<file path="src/rtl/elastic_buffer.sv">
// Elastic buffer: DEPTH-entry circular FIFO between a valid/ready producer and consumer,
// with an optional zero-latency bypass when empty and a synchronous flush.
//
// Handshake: a beat moves on an interface in a cycle where valid and ready are both 1 at
// the rising edge of clk. While valid_out=1 and ready_out=0, a stored beat keeps
// valid_out/data_out stable. ready_in is independent of ready_out, so a full buffer does
// not accept in the same cycle that it pops.
module elastic_buffer #(
   parameter int DATA_WIDTH  = 32,
   parameter int DEPTH       = 4,
   parameter int PASSTHROUGH = 1,
   parameter int AF_LEVEL    = DEPTH - 1
) (
   input  logic                         clk,
   input  logic                         rst,
   input  logic                         flush_i,
   input  logic                         valid_in,
   output logic                         ready_in,
   input  logic [DATA_WIDTH-1:0]        data_in,
   output logic                         valid_out,
   input  logic                         ready_out,
   output logic [DATA_WIDTH-1:0]        data_out,
   output logic [$clog2(DEPTH+1)-1:0]   count_o,
   output logic                         full_o,
   output logic                         empty_o,
   output logic                         almost_full_o
);

   localparam int PW = $clog2(DEPTH);
   localparam int CW = $clog2(DEPTH + 1);
   localparam logic [CW-1:0] DEPTH_C = CW'(DEPTH);
   localparam logic [CW-1:0] AF_C    = CW'(AF_LEVEL);
   localparam bit PT = (PASSTHROUGH != 0);

   logic [DATA_WIDTH-1:0] storage [DEPTH];

   logic [CW-1:0] count_q, count_d;
   logic [PW-1:0] rd_ptr_q, rd_ptr_d;
   logic [PW-1:0] wr_ptr_q, wr_ptr_d;

   logic accept;
   logic deliver;
   logic bypass;
   logic push;
   logic pop;

   always_comb begin
      full_o        = (count_q == DEPTH_C);
      empty_o       = (count_q == '0);
      almost_full_o = (count_q >= AF_C);
      count_o       = count_q;

      ready_in = !full_o && !flush_i && !rst;

      // In bypass mode an empty buffer presents the upstream beat directly.
      if (PT) begin
         valid_out = !flush_i && !rst && (!empty_o || valid_in);
         data_out  = empty_o ? data_in : storage[rd_ptr_q];
      end else begin
         valid_out = !flush_i && !rst && !empty_o;
         data_out  = storage[rd_ptr_q];
      end

      accept  = valid_in && ready_in;
      deliver = valid_out && ready_out;
      bypass  = PT && empty_o && accept && ready_out;
      push    = accept && !bypass;
      pop     = deliver && !empty_o;

      count_d  = count_q + CW'(push) - CW'(pop);
      rd_ptr_d = pop  ? rd_ptr_q + PW'(1) : rd_ptr_q;
      wr_ptr_d = push ? wr_ptr_q + PW'(1) : wr_ptr_q;

      if (flush_i) begin
         count_d  = '0;
         rd_ptr_d = '0;
         wr_ptr_d = '0;
      end
   end

   always_ff @(posedge clk or posedge rst) begin
      if (rst) begin
         count_q  <= '0;
         rd_ptr_q <= '0;
         wr_ptr_q <= '0;
      end else begin
         count_q  <= count_d;
         rd_ptr_q <= rd_ptr_d;
         wr_ptr_q <= wr_ptr_d;
      end
   end

   // Payload storage carries no reset; stale entries are unreachable once count is cleared.
   always_ff @(posedge clk) begin
      if (push) begin
         storage[wr_ptr_q] <= data_in;
      end
   end

endmodule

</file>
<file path="config.mk">
export PLATFORM = sky130hd
export DESIGN_NAME = elastic_buffer
export DESIGN_NICKNAME = d
export VERILOG_FILES = /design/src/rtl/elastic_buffer.sv
export SDC_FILE = /design/constraint.sdc
export NUM_CORES = 1
export LEC_CHECK = 0
export ABC_AREA = 1
export CAP_MARGIN = 40
export CORE_MARGIN = 5
export CORE_UTILIZATION = 59
export DETAILED_ROUTE_END_ITERATION = 6
export PLACE_DENSITY = 0.87
export SYNTH_ARGS = -nofsm -noshare
export SYNTH_HDL_FRONTEND = slang
export SYNTH_SLANG_ARGS = --single-unit
</file>
<file path="constraint.sdc">
create_clock -name clk -period 6.5 [get_ports clk]
set_input_delay 0.975 -clock clk [delete_from_list [all_inputs] [get_ports clk]]
set_output_delay 0.975 -clock clk [all_outputs]
set_load 0.01 [all_outputs]
</file>
# Word level (Yosys, flattened, before mapping)
# Memory sizes are Yosys's and may differ from the RTL's.
# Cells that the tools add are included.
# Widths: inputs -> output; s select.
[totals]
output_inout_bits = 40
memories = 1
regBits = 7
wordCells = 37
ramBits = 128
in_bits = 37
[classes]
reduce_logical = 19
order_cmp = 1
addsub = 4
n_mux = 8
n_eq_ne = 1
[memory_table]
columns = ["name", "depth", "word_bits", "read_ports", "rd_clocked_by_memory_dff", "wr", "line_no", "source"]
rows = [
  ["storage", 4, 32, 1, 0, 1, "35", "logic [DATA_WIDTH-1:0] storage [DEPTH];"],
]
[op_table]
columns = ["operator", "count"]
rows = [
  ["$mux 32", 1],
  ["$logic_and 1x1->1", 10],
  ["$mux 2", 4],
  ["$logic_not 1->1", 5],
  ["$add 2x1->2 const B", 2],
  ["$reduce_bool 2->1", 2],
  ["$add 3x1->3", 1],
  ["$eq 3x3->1 const B", 1],
  ["$ge 3x2->1 const B", 1],
  ["$logic_not 3->1", 1],
  ["$mux 3", 1],
  ["$sub 3x1->3", 1],
  ["$mux 1", 2],
  ["$logic_or 1x1->1", 1],
]

# Longest topological paths before layout
# Gate-level depths: netlist of run 1.
[depth]
ltp_word = 12
mapped_depth = 12
ltp_nobuf = 12

# Least setup slack after synthesis of run 1
# No wires, ideal clock.
[synth_timing]
kind = "input port to flip-flop"
start = "in rst"
end = "mem storage[0][0], enable pin"
required_time_ns = 6.079
stages = 5
setup_time_ns = 0.421
slack_ns = 3.068
t_arrival_ns = 3.011
path_buffers = 0
path_cell_list = "inv_1 nand2_1 a21oi_2 nand3_2 nor2_1"
[synth_via]
elab_chain_len = 9
[synth_lines]
columns = ["item", "line_no", "source"]
rows = [
  ["start, declared", "15", "input logic rst,"],
  ["$logic_not 1->1 (no source line) (*)", "n/a", ""],
  ["$logic_and 1x1->1 (*)", "53", "ready_in = !full_o && !flush_i && !rst;"],
  ["net ready_in", "18", "output logic ready_in,"],
  ["$logic_and 1x1->1 (*)", "64", "accept = valid_in && ready_in;"],
  ["$logic_and 1x1->1 (2 in a row)", "66", "bypass = PT && empty_o && accept && ready_out;"],
  ["$logic_not 1->1", "67", "push = accept && !bypass;"],
  ["$logic_and 1x1->1 (*)", "67", ""],
  ["$mux 1 (*)", "95", "if (push) begin"],
  ["$mux 1 (implied by the code) (*)", "96", "storage[wr_ptr_q] <= data_in;"],
  ["end, declared", "35", ""],
]
# Mark *: on every way through the listed nets, which the timed path passes. The rest lies on a longest branch.

# Worst setup path in the final report of run 1
[layout_timing]
start = "reg count_q[1] (netlist: count_o[1])"
end = "out data_out[10]"
[layout_via]
elab_chain_len = 2
[layout_lines]
columns = ["item", "line_no", "source"]
rows = [
  ["start, declared", "37", "logic [CW-1:0] count_q, count_d;"],
  ["start signal, assigned", "87", "count_q <= count_d;"],
  ["$logic_not 3->1", "49", "empty_o = (count_q == '0);"],
  ["$mux 32", "58", "data_out = empty_o ? data_in : storage[rd_ptr_q];"],
  ["end, declared", "22", "output logic [DATA_WIDTH-1:0] data_out,"],
]
# No other way between the ends.

==> impl_metrics.ini, run 1 <==
[floorplan]
start_util_pct = 59.5
coreArea_um2 = 9640
num_rows = 36
fp.dieArea_um2 = 11800
ios = 77
die-width_um = 109
chipHeight_um = 109

[timing]
maxSlewViolCount = 0
finalCriticalPeriod_ns = 4.19
grt_setup_unrepaired = false
fmax_ghz = 0.239
slew-limit-headroom_pct = 45.3
min_period_over_period_pct = 64.4
skew_ns = 0.0108
setup_ws_ns = 2.31
hold_viol = 0
final-setup-viol-count = 0
holdWs_ns = 0.577
worst_pin_slew_ns = 0.817
final.setup.tns_ns = 0

[worst_setup_path]
worst-setup-path-type = reg2out
crit_startpoint = count_o[1]
ff2ff_path_depth = 11
arrival_ns = 3.21
crit_path_top_delay_cell = sky130_fd_sc_hd__inv_2
critPathRequiredTime_ns = 5.52
ordered_cell_list_for_the_critical_path = nor2_4 > nand2_2 > inv_2 > nand2_1 > nand2_1 > clkdlybuf4s50_1
cp_max_fo = 35
cpLargestDelayFamily = buffers and inverters
setup.worst_path.end_class = output port
setup.reg_to_reg.worst_slack_ns = 3.66
startpoint_type = flip-flop
crit_path_max_incr_delay_ns = 0.73
r2r_start = count_o[1]
critical_path.n_buffers_inverters = 2
setup.worst_path.end = data_out[10]
reg_to_reg_endpoint = count_o[2]
timing.critical_path.depth = 6
crit_top_cell = sky130_fd_sc_hd__nand2_1

[finish]
syn2layout_area_growth_pct = 27.1
layout.nets = 632
diodes_inserted = 0
instances_no_fill = 733
final_util_pct = 75.7
multi_input_comb_area_um2 = 1510
post_route_cells_drive_above_1_share_pct = 8.50
final-seq-area_um2 = 4020
n_fill_cell = 590

[global_routing]
grt_start_max_net_pins = 66
grt_first_pass_wirelength_um = 20000
grt_antenna_before_repair = 0
grt_pass1_vias = 4088
overflow = 0
global_route.usage.total_pct = 22.7

[min_path]
worstHoldPathType = reg2reg

[drt]
post_drt_via_cell_ratio = 5.52
via_count = 4045
post_detailed_route_drc_marker_count = 0
routed_wire_length_per_instance_um = 17.6
detail_route.wirelength_um = 12900
drt_first_pass_iters = 5
drt.antenna.violating_nets = 0
drt_first_iter_violations = 379

[clocking]
postCtsHoldBufs = 0
clock_latency_ns = 0.51
cts_buffer_depth = 2
clk_pin_slew_ns = 0.06
cts_repair_resize_count = 0
cts_root_buf = sky130_fd_sc_hd__clkbuf_8
ctsHtreeMaxLevel = 4
tritoncts = built
cts_made_buffers = 17
sinks_on_the_clock_net = 135
postCtsSetupRepairBufs = 0

[synth]
area_of_the_mapped_netlist_um2 = 5740
yosys_register_bits = 135
post_synth.cell_area_avg_um2 = 11.2
synth_warn = 0
synth.distinct_cells = 20
ys_seq_area_share_pct = 70.0
synthCells = 511
synth_fp_nets = 556

[power_and_ir_drop]
power_density_nw_per_um2 = 323
peakVddDrop_uv = 237
power.leakage_nw = 2.74

[place]
io_buffers = 76
placed_cells = 701
gp_congestion = 0.785
detailedPlacementHpwl_um = 6960
setup_slack_placement_ns = 2.93

[run]
max_cap_violations = 0

[run_status]
outcome = completed
worst min-delay path, cell delays in order (launching register included):
cell	delay [ns]
sky130_fd_sc_hd__dfrtp_1	0.40
sky130_fd_sc_hd__nand3_1	0.09
sky130_fd_sc_hd__nand2_1	0.06
per-layer routing:
| metal | vias up | global-route usage, % | routed length, µm |
|---|---|---|---|
| met5 | - | 0 | 0 |
| met4 | 0 | 7.66 | 120 |
| met3 | 12 | 6.34 | 851 |
| met2 | 184 | 39.6 | 6880 |
| met1 | 1944 | 27.4 | 5080 |
| li1 | 1905 | - | - |
cells by family (layout without fill, tap and decap cells):
family          Yosys count  after routing  share of synthesized area (%)
fa+ha+maj                 8              8                           1.88
flops                   135            135                           70.0
xor+xnor                  2              2                          0.305
compound gates          101            101                           8.87
simple gates            219            219                           14.8
buf+inv                  46            135                           4.14
cell usage in the layout (no fill, tap or decap), types with 6 or more instances in the layout:
cell type	Yosys	layout
sky130_fd_sc_hd__edfxtp_1	128	128
sky130_fd_sc_hd__nand2_1	105	105
sky130_fd_sc_hd__nor2_1	104	100
sky130_fd_sc_hd__clkdlybuf4s50_1	0	76
sky130_fd_sc_hd__o21ai_1	74	74
sky130_fd_sc_hd__o21ai_0	26	26
sky130_fd_sc_hd__inv_1	16	16
sky130_fd_sc_hd__clkbuf_16	0	16
sky130_fd_sc_hd__nand3_1	7	7
sky130_fd_sc_hd__ha_1	7	7
sky130_fd_sc_hd__clkinv_4	0	6
sky130_fd_sc_hd__dfrtp_1	7	6
state kept, by name, indices dropped and copies added, names as in the netlist:
signal / flops
count_o: 3
rd_ptr_q: 2
storage: 128
wr_ptr_q: 2
stage by stage:
stage	area (µm²)	power [mW]
floorplan	5740	1.18
global placement	6540	1.36
detailed placement	6680	1.37
CTS	7300	2.37
global route	7300	2.44
finish	7300	2.35
Yosys cell counts, drive strengths merged:
library cell / number / area [µm²]
nand3: 8 / 45.0
dfrtp: 7 / 175
nand2: 106 / 400
fa: 1 / 20.0
nor2: 105 / 402
edfxtp: 128 / 3840
buf: 24 / 155
xor2: 2 / 17.5
ha: 7 / 87.6
a21oi: 1 / 8.76
clkbuf: 2 / 7.51
o21ai: 100 / 500
inv: 20 / 75.1
final cells by class:
type,instances,area share [%]
Inverter,20,1.03
Tap cell,133,2.28
Timing Repair Buffer,83,12.4
Clock inverter,14,2.76
Multi-Input combinational cell,330,20.7
Sequential cell,135,55.1
Clock buffer,18,5.73
worst min-delay path by stage:
stage          slack (ns)          end  cells after the start   startpoint
6_report             0.58  wr_ptr_q[1]                      2  wr_ptr_q[1]
5_1_grt              0.61  wr_ptr_q[1]                      2  wr_ptr_q[1]
4_1_cts              0.58  wr_ptr_q[1]                      2  wr_ptr_q[1]
3_5_place_dp         0.55  wr_ptr_q[0]                      2  wr_ptr_q[0]
3_3_place_gp         0.54  wr_ptr_q[1]                      2  wr_ptr_q[1]
2_1_floorplan        0.52  wr_ptr_q[1]                      2  wr_ptr_q[1]
power breakdown:
part | leakage, nW | switching, mW | internal, mW | total [mW]
registers | 1.25 | 0.00672 | 0.965 | 0.972
clock network | 0.296 | 0.361 | 0.626 | 0.987
logic | 1.20 | 0.217 | 0.177 | 0.394
total | 2.74 | 0.584 | 1.77 | 2.35
No activity file was read; power rests on OpenSTA's default activity.
==> run 2, diff against run 1 <==
- CORE_UTILIZATION: 59 -> 55
- PLACE_DENSITY: 0.87 -> 0.82
- clock period: 6.5 -> 4.3 ns (I/O delays scaled with it)
==> impl_metrics.ini, run 2 (synthesis results as in run 1) <==
[place]
gp_congestion = 0.778
placedInstanceArea_um2 = 6700
detailedPlacementHpwl_um = 7320
io_buffers = 76

[clocking]
cts_root_buf = sky130_fd_sc_hd__clkbuf_8
postCtsSetupRepairBufs = 0
cts_repair_resize_count = 0
clock_latency_ns = 0.51
cts_buffer_depth = 2
clk_pin_slew_ns = 0.06
ctsHtreeMaxLevel = 4
tritoncts = built
sinks_on_the_clock_net = 135
cts_made_buffers = 17
postCtsHoldBufs = 0

[run_status]
outcome = completed

[finish]
diodes_inserted = 0
largest_register_ff_count = 128
post_route_cells_drive_above_1_share_pct = 8.31
syn2layout_area_growth_pct = 26.4
layout_commonest_cell = sky130_fd_sc_hd__edfxtp_1
layout.nets = 634
fin_area_um2 = 7250
largest-register = storage
final_cell_mix = sky130_fd_sc_hd__edfxtp_1 (128), sky130_fd_sc_hd__nand2_1 (105), sky130_fd_sc_hd__nor2_1 (100)

[power_and_ir_drop]
power.leakage_nw = 2.71
power_density_nw_per_um2 = 467
peakVddDrop_uv = 308

[drt]
routed_wire_length_per_instance_um = 16.4
via_count = 3947
drt_first_pass_iters = 5
post_drt_via_cell_ratio = 5.35
drt_first_iter_violations = 288
post_detailed_route_drc_marker_count = 0
detail_route.wirelength_um = 12100
drt.antenna.violating_nets = 0

[worst_setup_path]
setup.reg_to_reg.worst_slack_ns = 1.78
timing.critical_path.depth = 7
cp_max_fo = 35
cpLargestDelayFamily = buffers and inverters
ff2ff_path_depth = 12
worst-setup-path-type = reg2out
setup.worst_path.end_class = output port
critical_path.n_buffers_inverters = 3
setup.worst_path.end = data_out[10]
reg_to_reg_endpoint = count_o[2]
crit_startpoint = count_o[1]
arrival_ns = 2.84
r2r_start = count_o[1]
ordered_cell_list_for_the_critical_path = nor2_4 > nand2_2 > buf_4 > inv_2 > nand2_1 > nand2_1 > clkdlybuf4s50_1
crit_path_top_delay_cell = sky130_fd_sc_hd__inv_2
crit_path_max_incr_delay_ns = 0.53
crit_top_cell = sky130_fd_sc_hd__nand2_1
critPathRequiredTime_ns = 3.65
startpoint_type = flip-flop

[min_path]
worstHoldPathType = in2async

[global_routing]
grtUsageMet2_pct = 35.4
grt_util_met3_pct = 4.85
grt_first_pass_wirelength_um = 19700
grt_pass1_vias = 3965
grt.met1_usage_pct = 23.5
top_usage_layer = met2
grt_start_max_net_pins = 66
grt_antenna_before_repair = 0
global_route.usage.total_pct = 19.9
overflow = 0

[floorplan]
die-width_um = 112
num_rows = 37
chipHeight_um = 112
coreArea_um2 = 10200
start_util_pct = 56.1
fp.dieArea_um2 = 12600
ios = 77

[timing]
finalCriticalPeriod_ns = 3.49
skew_ns = 0.00826
fmax_ghz = 0.287
final.setup.tns_ns = 0
slew-limit-headroom_pct = 52.0
worst_pin_slew_ns = 0.721
grt_setup_unrepaired = false
final-setup-viol-count = 0
maxSlewViolCount = 0
min_period_over_period_pct = 81.1
hold_viol = 0

[run]
max_cap_violations = 0
-- run 2: how the worst min path moves through the flow --
| stage | start | endpoint | slack [ns] | cells past startpoint |
|---|---|---|---|---|
| final | rst | count_o[0] | 0.37 | 2 |
| after global routing | rst | count_o[0] | 0.40 | 2 |
| after CTS | rst | count_o[0] | 0.37 | 2 |
| after detailed placement | wr_ptr_q[0] | wr_ptr_q[0] | 0.58 | 2 |
| after global placement | wr_ptr_q[1] | wr_ptr_q[1] | 0.55 | 2 |
| after floorplan | rst | count_o[0] | 0.46 | 1 |
-- run 2: power by group --
group | switching [mW] | internal (mW) | leakage, nW
clock | 0.512 | 0.818 | 0.255
sequential | 0.0104 | 1.46 | 1.25
combinational | 0.315 | 0.271 | 1.21
-- run 2: through the flow --
step | setup WS, ns | hold slack, ns | instances | util [%] | power, mW
global route | 0.650 | 0.403 | 738 | 70.9 | 3.52
finish | 0.814 | 0.373 | 738 | 70.9 | 3.39
CTS | 0.766 | 0.365 | 738 | 70.9 | 3.41
global placement | 1.25 | 0.553 | 701 | 64.2 | 2.06
floorplan | 1.20 | 0.456 | 511 | - | 1.79
detailed placement | 1.14 | 0.584 | 706 | 65.5 | 2.08
-- run 2: per-layer routing --
| layer | vias to the layer above | part of all wire [%] |
|---|---|---|
| li1 | 1911 | - |
| met1 | 1865 | 39 |
| met2 | 151 | 53 |
| met3 | 20 | 6.4 |
| met4 | 0 | 1.5 |
| met5 | - | 0 |
-- run 2: final cells by class --
cell class	instances	area [µm²]
clock buffers	19	422
fillers	659	2980
inverters	20	75.1
well taps	136	170
multi-input cells	330	1510
repair buffers	85	921
clock inverters	13	133
flip-flops and latches	135	4020
==> run 3, diff against run 2 <==
- CORE_UTILIZATION: 55 -> 49
- PLACE_DENSITY: 0.82 -> 0.77
- clock period: 4.3 -> 3.2 ns (I/O delays scaled with it)
==> impl_metrics.ini, run 3 (synthesis results as in run 1) <==
[timing]
fmax_ghz = 0.336
final.setup.tns_ns = 0
maxSlewViolCount = 0
min_period_over_period_pct = 92.9
hold_viol = 0
worst_pin_slew_ns = 0.647
slew-limit-headroom_pct = 56.8
setup_ws_ns = 0.227
finalCriticalPeriod_ns = 2.97
grt_setup_unrepaired = false
final-setup-viol-count = 0
skew_ns = 0.0116

[drt]
via_count = 3928
post_detailed_route_drc_marker_count = 0
drt.antenna.violating_nets = 0
routed_wire_length_per_instance_um = 16.2
detail_route.wirelength_um = 12200
post_drt_via_cell_ratio = 5.24
drt_first_pass_iters = 4
drt_first_iter_violations = 251

[floorplan]
die-width_um = 118
num_rows = 39
ios = 77
fp.dieArea_um2 = 14000
chipHeight_um = 118
coreArea_um2 = 11500
start_util_pct = 50.0

[worst_setup_path]
critPathRequiredTime_ns = 2.72
ordered_cell_list_for_the_critical_path = buf_4 > nor2_1 > nor2_1 > o21ai_1 > o21ai_1 > nand2_1 > nand2_1 > clkdlybuf4s50_1
crit_path_top_delay_cell = sky130_fd_sc_hd__dfrtp_2
worst-setup-path-type = reg2out
cp_max_fo = 25
critical_path.n_buffers_inverters = 2
startpoint_type = flip-flop
cpLargestDelayFamily = buffers and inverters
setup.reg_to_reg.worst_slack_ns = 1.00
arrival_ns = 2.49
setup.worst_path.end_class = output port
crit_path_max_incr_delay_ns = 0.65

[finish]
final_cell_mix = sky130_fd_sc_hd__edfxtp_1 (128), sky130_fd_sc_hd__nand2_1 (105), sky130_fd_sc_hd__nor2_1 (100)
layout.nets = 640
diodes_inserted = 0
post_route_cells_drive_above_1_share_pct = 9.39
layout_commonest_cell = sky130_fd_sc_hd__edfxtp_1
fin_area_um2 = 7300
largest_register_ff_count = 128
largest-register = storage
syn2layout_area_growth_pct = 27.1

[clocking]
tritoncts = built
ctsHtreeMaxLevel = 4
clk_pin_slew_ns = 0.06
cts_made_buffers = 17
sinks_on_the_clock_net = 135
clock_latency_ns = 0.41
cts_buffer_depth = 2
postCtsSetupRepairBufs = 0
cts_root_buf = sky130_fd_sc_hd__clkbuf_16
postCtsHoldBufs = 0
cts_repair_resize_count = 0

[min_path]
worstHoldPathType = in2async

[global_routing]
global_route.usage.total_pct = 17.5
grt_first_pass_wirelength_um = 19400
grt_start_max_net_pins = 67
grt_pass1_vias = 3911
grt_antenna_before_repair = 0
overflow = 0

[power_and_ir_drop]
power_frac_seq_pct = 42.3
internal_power_mw = 3.55
power_density_nw_per_um2 = 643
power.net_switching_mw = 1.14
share_comb_of_total_power_pct = 16.9
power.leakage_nw = 2.76
peakVddDrop_uv = 374
relative_contribution_of_the_clock_network_to_total_power_pct = 40.8
switching_share_pct = 24.2

[run_status]
outcome = completed

[place]
detailedPlacementHpwl_um = 7400
gp_congestion = 0.773
io_buffers = 76
placedInstanceArea_um2 = 6710
setup_slack_placement_ns = 0.394

[run]
max_cap_violations = 0
[run 3: cell types whose count changed in the layout (fill, tap and decap cells not counted), sizes merged]
| cell | previous run | this run |
|---|---|---|
| bufinv | 2 | 3 |
| clkinv | 6 | 8 |
| buf | 9 | 15 |
| inv | 20 | 21 |
| clkinvlp | 5 | 0 |
[run 3: worst paths after layout]
path                              from           end  cells past startpoint
max                        rd_ptr_q[0]  data_out[22]                      8
min                                rst    count_o[2]                      3
min reg2reg                rd_ptr_q[1]   rd_ptr_q[1]                      2
min in group clk           rd_ptr_q[1]   rd_ptr_q[1]                      2
max in group asynchronous          rst   rd_ptr_q[0]                      3
max reg2reg                 count_o[1]    count_o[2]                     11
[run 3: final cells by class]
| class | count | area (µm²) |
|---|---|---|
| clock buffers | 19 | 433 |
| repair buffers | 91 | 923 |
| multi-input cells | 330 | 1510 |
| inverters | 20 | 75.1 |
| flip-flops and latches | 135 | 4020 |
| well taps | 143 | 179 |
| clock inverters | 12 | 154 |
| fillers | 841 | 4170 |
[run 3: worst reg2reg max path: stages, from the launching register on]
cell                      delay, ns
sky130_fd_sc_hd__dfrtp_1       0.46
sky130_fd_sc_hd__nor2_4        0.18
sky130_fd_sc_hd__nand2_2       0.10
sky130_fd_sc_hd__nand3_1       0.14
sky130_fd_sc_hd__inv_1         0.09
sky130_fd_sc_hd__ha_1          0.29
sky130_fd_sc_hd__inv_1         0.06
sky130_fd_sc_hd__ha_1          0.13
sky130_fd_sc_hd__inv_1         0.05
sky130_fd_sc_hd__fa_1          0.37
sky130_fd_sc_hd__xor2_1        0.16
sky130_fd_sc_hd__nor2_1        0.05
[run 3: power by group through the flow]
| stage | combinational, mW | clock, mW | sequential (mW) |
|---|---|---|---|
| 2_1_floorplan | 0.388 | 0 | 2.01 |
| 3_3_place_gp | 0.785 | 0 | 2.02 |
| 3_5_place_dp | 0.798 | 0 | 2.02 |
| 4_1_cts | 0.806 | 1.93 | 1.98 |
| 5_1_grt | 0.871 | 2.01 | 1.98 |
| 6_report | 0.792 | 1.92 | 1.98 |
[run 3: routing by layer]
layer / global-route usage, % / share of wire, %
met5: 0 / 0
met3: 5.11 / 6.7
met2: 30.0 / 52
met1: 21.4 / 41
met4: 5.52 / 1.1
[run 3: metrics by stage]
step | hold WS [ns] | util, % | instances | total power, mW
floorplan | 0.291 | - | 511 | 2.40
global placement | 0.566 | 58.5 | 719 | 2.80
detailed placement | 0.568 | 58.5 | 719 | 2.82
CTS | 0.367 | 63.6 | 750 | 4.72
global route | 0.418 | 63.6 | 750 | 4.87
finish | 0.365 | 63.6 | 750 | 4.69
